`src/rtl/hazard_pkg.sv`:
```
// Shared encodings and helpers for the pipeline hazard controller.
package hazard_pkg;

  typedef enum logic [1:0] {
    SEL_CTRL   = 2'd0,
    SEL_BUBBLE = 2'd1,
    SEL_FLUSH  = 2'd2
  } ctrl_sel_e;

  typedef enum logic {
    RUN   = 1'b0,
    FLUSH = 1'b1
  } state_e;

  localparam logic [4:0] REG_ZERO = 5'd0;
  localparam int MD_CNT_W = 4;
  localparam int FL_CNT_W = 2;

  // Load in EX writes a register the ID instruction reads; $zero never hazards.
  function automatic logic load_use(input logic       mem_read,
                                    input logic [4:0] ex_rd,
                                    input logic [4:0] rs,
                                    input logic [4:0] rt,
                                    input logic       uses_rt);
    return mem_read && (ex_rd != REG_ZERO) &&
           ((ex_rd == rs) || (uses_rt && (ex_rd == rt)));
  endfunction

endpackage

```
`src/rtl/hazard_muldiv_timer.sv`:
```
// HI/LO busy timer: reloads on MUL/DIV issue and counts down to idle.
module hazard_muldiv_timer
  import hazard_pkg::*;
#(
  parameter int MULDIV_LAT = 4
) (
  input  logic clk,
  input  logic reset,
  input  logic load,
  output logic busy
);

  localparam logic [MD_CNT_W-1:0] LAT = MD_CNT_W'(MULDIV_LAT);

  logic [MD_CNT_W-1:0] md_cnt_d;
  logic [MD_CNT_W-1:0] md_cnt_q;

  // Next count: reload on issue, otherwise saturating decrement.
  always_comb begin
    md_cnt_d = md_cnt_q;
    if (load) begin
      md_cnt_d = LAT;
    end else if (md_cnt_q != {MD_CNT_W{1'b0}}) begin
      md_cnt_d = md_cnt_q - {{(MD_CNT_W-1){1'b0}}, 1'b1};
    end else begin
      md_cnt_d = {MD_CNT_W{1'b0}};
    end
  end

  // Count register.
  always_ff @(posedge clk) begin
    if (reset) begin
      md_cnt_q <= {MD_CNT_W{1'b0}};
    end else begin
      md_cnt_q <= md_cnt_d;
    end
  end

  assign busy = (md_cnt_q != {MD_CNT_W{1'b0}});

endmodule

```
`src/rtl/hazard_stall_controller.sv`:
```
// Pipeline hazard controller: redirect flushes, load-use and HI/LO stalls.
module hazard_stall_controller
  import hazard_pkg::*;
#(
  parameter int MULDIV_LAT   = 4,
  parameter int FLUSH_CYCLES = 1
) (
  input  logic       Clk,
  input  logic       Reset,
  input  logic [4:0] ID_Rs,
  input  logic [4:0] ID_Rt,
  input  logic       ID_UsesRt,
  input  logic       ID_MulDiv,
  input  logic       ID_ReadsHiLo,
  input  logic       EX_MemRead,
  input  logic [4:0] EX_Rd,
  input  logic       EX_BranchTaken,
  output logic       PCWrite,
  output logic       IFID_Write,
  output logic       IFID_Flush,
  output logic [1:0] CtrlSel,
  output logic       Busy
);

  localparam logic [FL_CNT_W-1:0] FL_RELOAD = FL_CNT_W'(FLUSH_CYCLES - 1);
  localparam logic [FL_CNT_W-1:0] FL_ONE    = {{(FL_CNT_W-1){1'b0}}, 1'b1};

  state_e              state_d, state_q;
  logic [FL_CNT_W-1:0] fl_cnt_d, fl_cnt_q;

  logic      lu_s, md_s, redirect_s, stall_s, md_load_s, md_busy_s;
  logic      pc_write_s, ifid_write_s, ifid_flush_s;
  ctrl_sel_e ctrl_sel_s;

  hazard_muldiv_timer #(
    .MULDIV_LAT(MULDIV_LAT)
  ) u_md_timer (
    .clk  (Clk),
    .reset(Reset),
    .load (md_load_s),
    .busy (md_busy_s)
  );

  // Hazard detection and output priority: redirect > stall > normal.
  always_comb begin
    lu_s         = load_use(EX_MemRead, EX_Rd, ID_Rs, ID_Rt, ID_UsesRt);
    md_s         = md_busy_s && (ID_ReadsHiLo || ID_MulDiv);
    redirect_s   = EX_BranchTaken || (state_q == FLUSH);
    stall_s      = lu_s || md_s;
    pc_write_s   = 1'b1;
    ifid_write_s = 1'b1;
    ifid_flush_s = 1'b0;
    ctrl_sel_s   = SEL_CTRL;
    if (Reset) begin
      pc_write_s   = 1'b0;
      ifid_write_s = 1'b0;
      ifid_flush_s = 1'b0;
      ctrl_sel_s   = SEL_BUBBLE;
    end else if (redirect_s) begin
      pc_write_s   = 1'b1;
      ifid_write_s = 1'b1;
      ifid_flush_s = 1'b1;
      ctrl_sel_s   = SEL_FLUSH;
    end else if (stall_s) begin
      pc_write_s   = 1'b0;
      ifid_write_s = 1'b0;
      ifid_flush_s = 1'b0;
      ctrl_sel_s   = SEL_BUBBLE;
    end else begin
      pc_write_s   = 1'b1;
      ifid_write_s = 1'b1;
      ifid_flush_s = 1'b0;
      ctrl_sel_s   = SEL_CTRL;
    end
  end

  // Only an instruction that actually leaves ID starts the HI/LO timer.
  assign md_load_s = ID_MulDiv && !redirect_s && !stall_s && !Reset;

  // Flush sequencing; a new taken branch always reloads the count.
  always_comb begin
    state_d  = state_q;
    fl_cnt_d = fl_cnt_q;
    if (EX_BranchTaken) begin
      fl_cnt_d = FL_RELOAD;
      state_d  = (FL_RELOAD != {FL_CNT_W{1'b0}}) ? FLUSH : RUN;
    end else begin
      case (state_q)
        FLUSH: begin
          fl_cnt_d = fl_cnt_q - FL_ONE;
          state_d  = (fl_cnt_q == FL_ONE) ? RUN : FLUSH;
        end
        RUN: begin
          fl_cnt_d = {FL_CNT_W{1'b0}};
          state_d  = RUN;
        end
        default: begin
          fl_cnt_d = {FL_CNT_W{1'b0}};
          state_d  = RUN;
        end
      endcase
    end
  end

  // Flush state registers.
  always_ff @(posedge Clk) begin
    if (Reset) begin
      state_q  <= RUN;
      fl_cnt_q <= {FL_CNT_W{1'b0}};
    end else begin
      state_q  <= state_d;
      fl_cnt_q <= fl_cnt_d;
    end
  end

  assign PCWrite    = pc_write_s;
  assign IFID_Write = ifid_write_s;
  assign IFID_Flush = ifid_flush_s;
  assign CtrlSel    = ctrl_sel_s;
  assign Busy       = md_busy_s && !Reset;

endmodule

```
`config.mk`:
```
export PLATFORM = sky130hd
export DESIGN_NAME = hazard_stall_controller
export DESIGN_NICKNAME = d
export VERILOG_FILES = /design/src/rtl/hazard_pkg.sv /design/src/rtl/hazard_muldiv_timer.sv /design/src/rtl/hazard_stall_controller.sv
export SDC_FILE = /design/constraint.sdc
export NUM_CORES = 1
export LEC_CHECK = 0
export CORE_MARGIN = 8
export CORE_UTILIZATION = 36
export CTS_CLUSTER_SIZE = 14
export DETAILED_ROUTE_END_ITERATION = 10
export GPL_TIMING_DRIVEN = 0
export PLACE_DENSITY = 0.77
export SETUP_SLACK_MARGIN = 0.15
export SYNTH_ARGS = -nofsm -noshare
export SYNTH_HDL_FRONTEND = slang
export SYNTH_HIERARCHICAL = 1
export SYNTH_SLANG_ARGS = --single-unit
```
`constraint.sdc`:
```
create_clock -name Clk -period 1.9 [get_ports Clk]
set_input_delay 0.19 -clock Clk [delete_from_list [all_inputs] [get_ports Clk]]
set_output_delay 0.19 -clock Clk [all_outputs]
set_load 0.03 [all_outputs]
```
==> summary.txt, run 1 <==
Cell seen most often among critical-path stages = buf_6
Slew at the pin closest to its max-slew limit = 416 ps
Post-layout total power = 930 µW
Achievable clock frequency = 518 MHz
Inserted Clock Buffers = 3
Fraction of power spent switching nets = 36.9%
Data required time of the critical path = 1710 ps
Remaining design rule violation count = 0
Vias per std cell = 4.95
CTS H-tree lvls = 1
Result of the run = finished, violations left
Total of max-cap violations = 0
Proportion of synthesized chip area in sequential cells = 29.1%
Headroom to the max-slew limit = 72.3%
Worst hold slack = 427 ps
First-pass GRT wire length = 2520 µm
Synthesized Nets = 82
Standard-cell row count = 13
DR pass1 iterations = 4
Class of the tightest hold or removal check = register to register
Startpoint type of the worst setup path = input port
Core Region = 0.00127 mm²
Length of routed met3 wiring = 142 µm
Setup crit end kind = primary output
Violated checks = setup timing
Gate power share = 62.1%
Post-synth ARST share = 0%
Number of failing setup endpoints in the final timing report = 1
Number of synthesized register bits = 7
Overflow left after global routing = 0
Die height = 52.6 µm
Total of hold buffers inserted after clock tree synthesis = 0
DPL Wire Length = 1050 µm
Area Overhead vs Synth = 93.2%
Post-detailed-placement cell area = 818 µm²
Cell-internal power = 587 µW
Die Wd = 52.6 µm
Total placed cells including tap cells = 100
Pin count of the biggest net entering global routing = 11
CTS Sinks = 7
Uppermost layer routed = met4
WL per Instance = 12.7 µm
Library cells used by synthesis = 26
Max-slew violation total from the final report = 0
Clock share of power = 15.0%
Ordered list of cells on the worst path = clkdlybuf4s15_2 > or4_4 > o21ai_4 > nor3_4 > a221oi_4 > buf_6 > buf_6
Fraction of the cycle the final worst path needs = 102%
Dpl ws = -834 ps
Total Routing Usage GR = 12.2%
Count of flip-flops with a built-in enable after synthesis = 0
Total number of vias = 549
Final Hold Fails = 0
Clock latency on the worst-skew pair = 250 ps
Synth Area per Inst = 8.31 µm²
Setup Total Neg Slack = -31.7 ps
Number of antenna violations at the first check in global routing = 0
Initial DRC Count = 6
Final RePlAce weighted congestion = 0.678
Effective utilization at floorplan = 38.0%
CTS tree = done
Critical path class = input port to primary output
# nets final = 121
Commonest cells after routing, fill and taps aside = clkdlybuf4s50_1, xnor2_1, buf_4
Area of the die = 0.00276 mm²
Time the worst path needs with I/O delays and setup = 1930 ps
Routed metal-1 wire length = 498 µm
Clock-pin slew of the registers on the worst-case setup and hold paths = 50 ps
Syn Inst Count = 58
Most common library cell in the layout ignoring fill and taps = clkdlybuf4s50_1
Final std cells w/o fill = 111
WP data arrival = 1740 ps
Leakage Power = 0.368 nW
Buffers from clock root to sink, at most = 2
Final WS setup = -31.7 ps
Number of I/O pins = 28
Count of inserted antenna diode cells = 0
Power density cells = 999 mW/mm²
Prevailing post-synth register cell = dfxtp_1
Remaining antenna violation count = 0
Overall routed net length = 1410 µm
Fraction of power consumed by sequential logic = 22.8%
Layout Utilization = 73.4%
Stage delay of the slowest cell on the critical path = 550 ps
Peak supply drop = 0.389 mV
IO buf count = 27
Worst clock skew = 4.48 ps
Largest fanout on the critical path = 3
Fillcell total = 95
Amount of wire on met2 after detailed routing = 748 µm
Cell at the root of the clock tree = clkbuf_4
Proportion of layout cells with a drive suffix above 1 = 33.3%
Vias in the first global route = 610
Switching power summed over all nets = 343 µW
Total standard cell area after synthesis = 482 µm²
Cell with the largest stage delay on the worst path = or4_4
Final instance area = 931 µm²
RSZ-0062 raised after global routing = yes
Yosys warns = 6
## worst max-delay path, delay by kind of cell
kind	cells	cell delay (ps)
AO/OA/AOI/OAI	2	470
buffers and inverters	3	470
AND/OR/NAND/NOR	2	610
## state kept, by name, summed over array words and instances (netlist names)
register             count
state_q                  1
u_md_timer/md_cnt_q      4
fl_cnt_q                 2
## Yosys cell counts, drive strengths merged, types with 2 or more instances
cell type | count | area (µm²)
or4 | 2 | 15.0
nand3 | 2 | 10.0
nor4 | 2 | 12.5
dfxtp | 7 | 140
buf | 2 | 15.0
inv | 6 | 22.5
ha | 2 | 25.0
nand2 | 3 | 11.3
nor2 | 6 | 22.5
xnor2 | 10 | 87.6
## power groups by stage
stage / clock (mW) / sequential [mW] / combinational [mW]
finish: 0.140 / 0.212 / 0.578
global route: 0.155 / 0.217 / 0.629
CTS: 0.141 / 0.211 / 0.523
detailed placement: 0 / 0.220 / 0.449
global placement: 0 / 0.218 / 0.445
floorplan: 0 / 0.213 / 0.314
## cell type report
class	instances	area, µm²	share of cell area, %
repair buffers	34	320	34.4
well taps	15	18.8	2.02
clock buffers	4	26.3	2.82
flip-flops and latches	7	143	15.3
plain buffers	2	18.8	2.02
multi-input cells	43	382	41.0
inverters	6	22.5	2.42
## final timing paths
path | start | end | slack, ps | depth (start not counted)
worst max-delay path | EX_Rd[3] | PCWrite | -30 | 7
worst min-delay path | fl_cnt_q[0] | fl_cnt_q[0] | 430 | 1
worst max register to register | u_md_timer/md_cnt_q[1] | u_md_timer/md_cnt_q[2] | 350 | 9
worst min register to register | fl_cnt_q[0] | fl_cnt_q[0] | 430 | 1
## routing by layer
layer / vias up / track usage, %
li1: 277 / -
met1: 245 / 11.2
met2: 25 / 19.8
met3: 2 / 7.39
met4: 0 / 8.19
met5: - / 0
## cells by family (layout without fill, tap and decap cells)
family | Yosys count | after routing | share of synthesized area [%]
xor gates and xnor gates | 10 | 10 | 18.2
and+or+nand+nor | 22 | 22 | 24.2
adders and majority gates | 2 | 2 | 5.19
AOI/OAI and AO/OA | 9 | 9 | 15.6
DFF | 7 | 7 | 29.1
buffers and inverters | 8 | 46 | 7.79
## what timing repair did
| action | in CTS | in global routing |
|---|---|---|
| pin swaps | 5 | 2 |
| gates resized for setup | 40 | 5 |
| endpoints found under the setup margin | 7 | 6 |
| buffers inserted | 5 | 2 |
No activity file was read; power rests on OpenSTA's default activity.
==> run 2: changes to the inputs <==
==> constraint.sdc (replaced) <==
create_clock -name Clk -period 2.21 [get_ports Clk]
set_input_delay 0.221 -clock Clk [delete_from_list [all_inputs] [get_ports Clk]]
set_output_delay 0.221 -clock Clk [all_outputs]
set_load 0.03 [all_outputs]
==> run 2 against run 1 <==
The flow now finishes without violations. Core utilization fell by 5.2 points. Die area did not move. Count of clock-buffer cells in the layout did not move. Final cell count fell by 4.5%. Register-to-register slack improved by 220 ps. Routed wire length fell by 3.0%. Power fell by 25%. Non-clock buffer count fell by 5. Setup slack improved by 180 ps. Sequential share of layout area rose by 1.0 points. Global-route usage fell by 1.8 points. Critical endpoint unchanged. Largest cell class unchanged.
==> summary.txt, run 2 (synthesized netlist as in run 1, its figures left out) <==
Result of the run = finished, final reports clean
Setup Total Neg Slack = 0 ps (+31.7 ps)
Remaining antenna violation count = 0 (unchanged)
Sequential cell area = 141 µm² (-0.88%)
Origin of the worst min-delay path = u_md_timer/md_cnt_q[0]
Effective utilization at floorplan = 38.0% (unchanged)
Overflow left after global routing = 0 (unchanged)
WP data arrival = 1840 ps (+100 ps)
Stage delay of the slowest cell on the critical path = 560 ps (about the same)
Area Overhead vs Synth = 79.5%
WL per Instance = 12.9 µm (+1.6%)
Ordered list of cells on the worst path = dlygate4sd2_1 > or4_4 > o21ai_4 > nor3_2 > a221oi_4 > buf_4 > buf_6
Standard-cell row count = 13 (unchanged)
RSZ-0062 raised after global routing = yes
Top Family by Delay on Critical Path = simple AND/OR/NAND/NOR gates
Total of max-cap violations = 0 (unchanged)
CTS Sinks = 7 (unchanged)
Overall routed net length = 1360 µm (-3.0%)
CTS tree = done
DPL Wire Length = 1090 µm (+3.4%)
Total placed cells including tap cells = 100 (unchanged)
Total Routing Usage GR = 10.4% (-1.8 points)
Leakage Power = 0.352 nW (-4.2%)
Max-slew violation total from the final report = 0 (unchanged)
Area of the die = 0.00276 mm² (unchanged)
Number of antenna violations at the first check in global routing = 0 (unchanged)
Cell at the root of the clock tree = clkbuf_4
Setup crit end kind = primary output
Number of I/O pins = 28 (unchanged)
Crit path buffers/inverters = 3 (unchanged)
Total of hold buffers inserted after clock tree synthesis = 0 (unchanged)
DR pass1 iterations = 3 (-1)
Clock latency on the worst-skew pair = 250 ps (about the same)
Logic depth of the worst path, buffers included = 7 (unchanged)
Time the worst path needs with I/O delays and setup = 2060 ps
Pin count of the biggest net entering global routing = 11 (unchanged)
Commonest cells after routing, fill and taps aside = clkdlybuf4s50_1, xnor2_1, dfxtp_1, dlygate4sd2_1
Cell with the largest stage delay on the worst path = or4_4
Power density cells = 805 mW/mm² (-19%)
Proportion of layout cells with a drive suffix above 1 = 23.1% (-10 points)
Worst Reg-to-Reg Cells = 9 (unchanged)
Headroom to the max-slew limit = 70.9% (-1.4 points)
Class of the tightest hold or removal check = register to register
Inserted Clock Buffers = 3 (unchanged)
IO buf count = 27 (unchanged)
Largest fanout on the critical path = 3 (unchanged)
# nets final = 116 (-4.1%)
Final std cells w/o fill = 106 (-4.5%)
Multi-input gate area in the final layout = 360 µm² (-5.6%)
Number of flip-flops in the largest register = 4 (unchanged)
Fillcell total = 116 (+22%)
Achievable clock frequency = 486 MHz
CTS H-tree lvls = 1 (unchanged)
Critical path class = input port to primary output
Number of failing setup endpoints in the final timing report = 0 (-1)
Most common library cell in the layout ignoring fill and taps = clkdlybuf4s50_1
Final Hold Fails = 0 (unchanged)
Final RePlAce weighted congestion = 0.673 (-0.83%)
Data required time of the critical path = 1990 ps (+280 ps)
First-pass GRT wire length = 2210 µm (-12%)
Remaining design rule violation count = 0 (unchanged)
Slew at the pin closest to its max-slew limit = 437 ps (+20.8 ps)
Core Region = 0.00127 mm² (unchanged)
Count of inserted antenna diode cells = 0 (unchanged)
Critical path origin = EX_Rd[4]
Startpoint type of the worst setup path = input port
Vias per std cell = 4.98 (+0.71%)
Number of cells on the worst hold path = 1 (unchanged)
Vias in the first global route = 564 (-7.5%)
Die height = 52.6 µm (unchanged)
Clock-pin slew of the registers on the worst-case setup and hold paths = 50 ps (about the same)
Crit Reg-Reg Startpoint = u_md_timer/md_cnt_q[1]
Register with the most flip-flops = u_md_timer/md_cnt_q
Top flop regs = u_md_timer/md_cnt_q: 4 flops, fl_cnt_q: 2 flops, state_q: 1 flops
Total number of vias = 528 (-3.8%)
Peak supply drop = 0.280 mV (-28%)
Buffers from clock root to sink, at most = 2 (unchanged)
Fraction of the cycle the final worst path needs = 93.1%
Worst clock skew = 0.584 ps (-3.90 ps)
Die Wd = 52.6 µm (unchanged)
Initial DRC Count = 10 (+4)
==> run 2: cell types whose count changed in the layout (fill, tap and decap cells not counted), moves of 2 or more <==
| cell | before | now |
|---|---|---|
| buf_4 | 8 | 5 |
| inv_1 | 3 | 5 |
| dlygate4sd2_1 | 3 | 6 |
| inv_2 | 3 | 1 |
| clkdlybuf4s15_1 | 2 | 0 |
| clkdlybuf4s15_2 | 2 | 0 |
| buf_6 | 4 | 2 |
==> run 2: path summary, 6_finish.rpt <==
path	slack, ps	endpoint
max reg2reg	570	u_md_timer/md_cnt_q[2]
max	150	PCWrite
min	430	u_md_timer/md_cnt_q[0]
min reg2reg	430	u_md_timer/md_cnt_q[0]
==> run 2: worst register-to-register path, cell delays in order, from the launching register on <==
cell and delay [ps]:
dfxtp_1 320, inv_1 60, ha_2 180, nor3b_4 230, inv_2 60, nor2_1 100
nand3_1 80, a21oi_1 320, inv_1 70, a31oi_1 140
==> run 2: cell type report <==
cell class / instances / share of cell area [%]
multi-input combinational: 43 / 41.7
clock buffer: 4 / 3.04
tap: 15 / 2.17
buffer: 2 / 1.74
timing repair buffer: 29 / 32.4
sequential: 7 / 16.4
inverter: 6 / 2.60
==> run 2: layer usage <==
metal | global-route usage (%) | vias to the layer above | wire length [µm]
met2 | 17.4 | 23 | 651
met1 | 9.60 | 230 | 528
met5 | 0 | - | 0
met4 | 6.47 | 0 | 25
li1 | - | 270 | -
met3 | 5.97 | 5 | 158
==> run 2: per-stage QoR <==
stage	cell area, µm²	hold slack, ps	util [%]	power, mW	setup WS (ps)
6_report	865	428	68.1	0.696	151
5_1_grt	865	443	68.1	0.743	110
4_1_cts	816	435	64.3	0.677	121
3_5_place_dp	793	415	62.5	0.530	-567
3_3_place_gp	793	408	62.5	0.523	-572
2_1_floorplan	504	290	-	0.410	276
==> run 2: power breakdown <==
group / leakage, nW / switching (mW) / internal, mW
Clock: 0.0150 / 0.0482 / 0.0690
Sequential: 0.0574 / 0.0263 / 0.155
Combinational: 0.280 / 0.189 / 0.209
==> run 2: repair_timing <==
item / CTS / global route
endpoints found under the hold margin: 0 / 0
setup buffers: 1 / 1
gates cloned: 0 / 0
endpoints found under the setup margin: 5 / 4
gates resized for setup: 24 / 13
pin swaps: 0 / 4
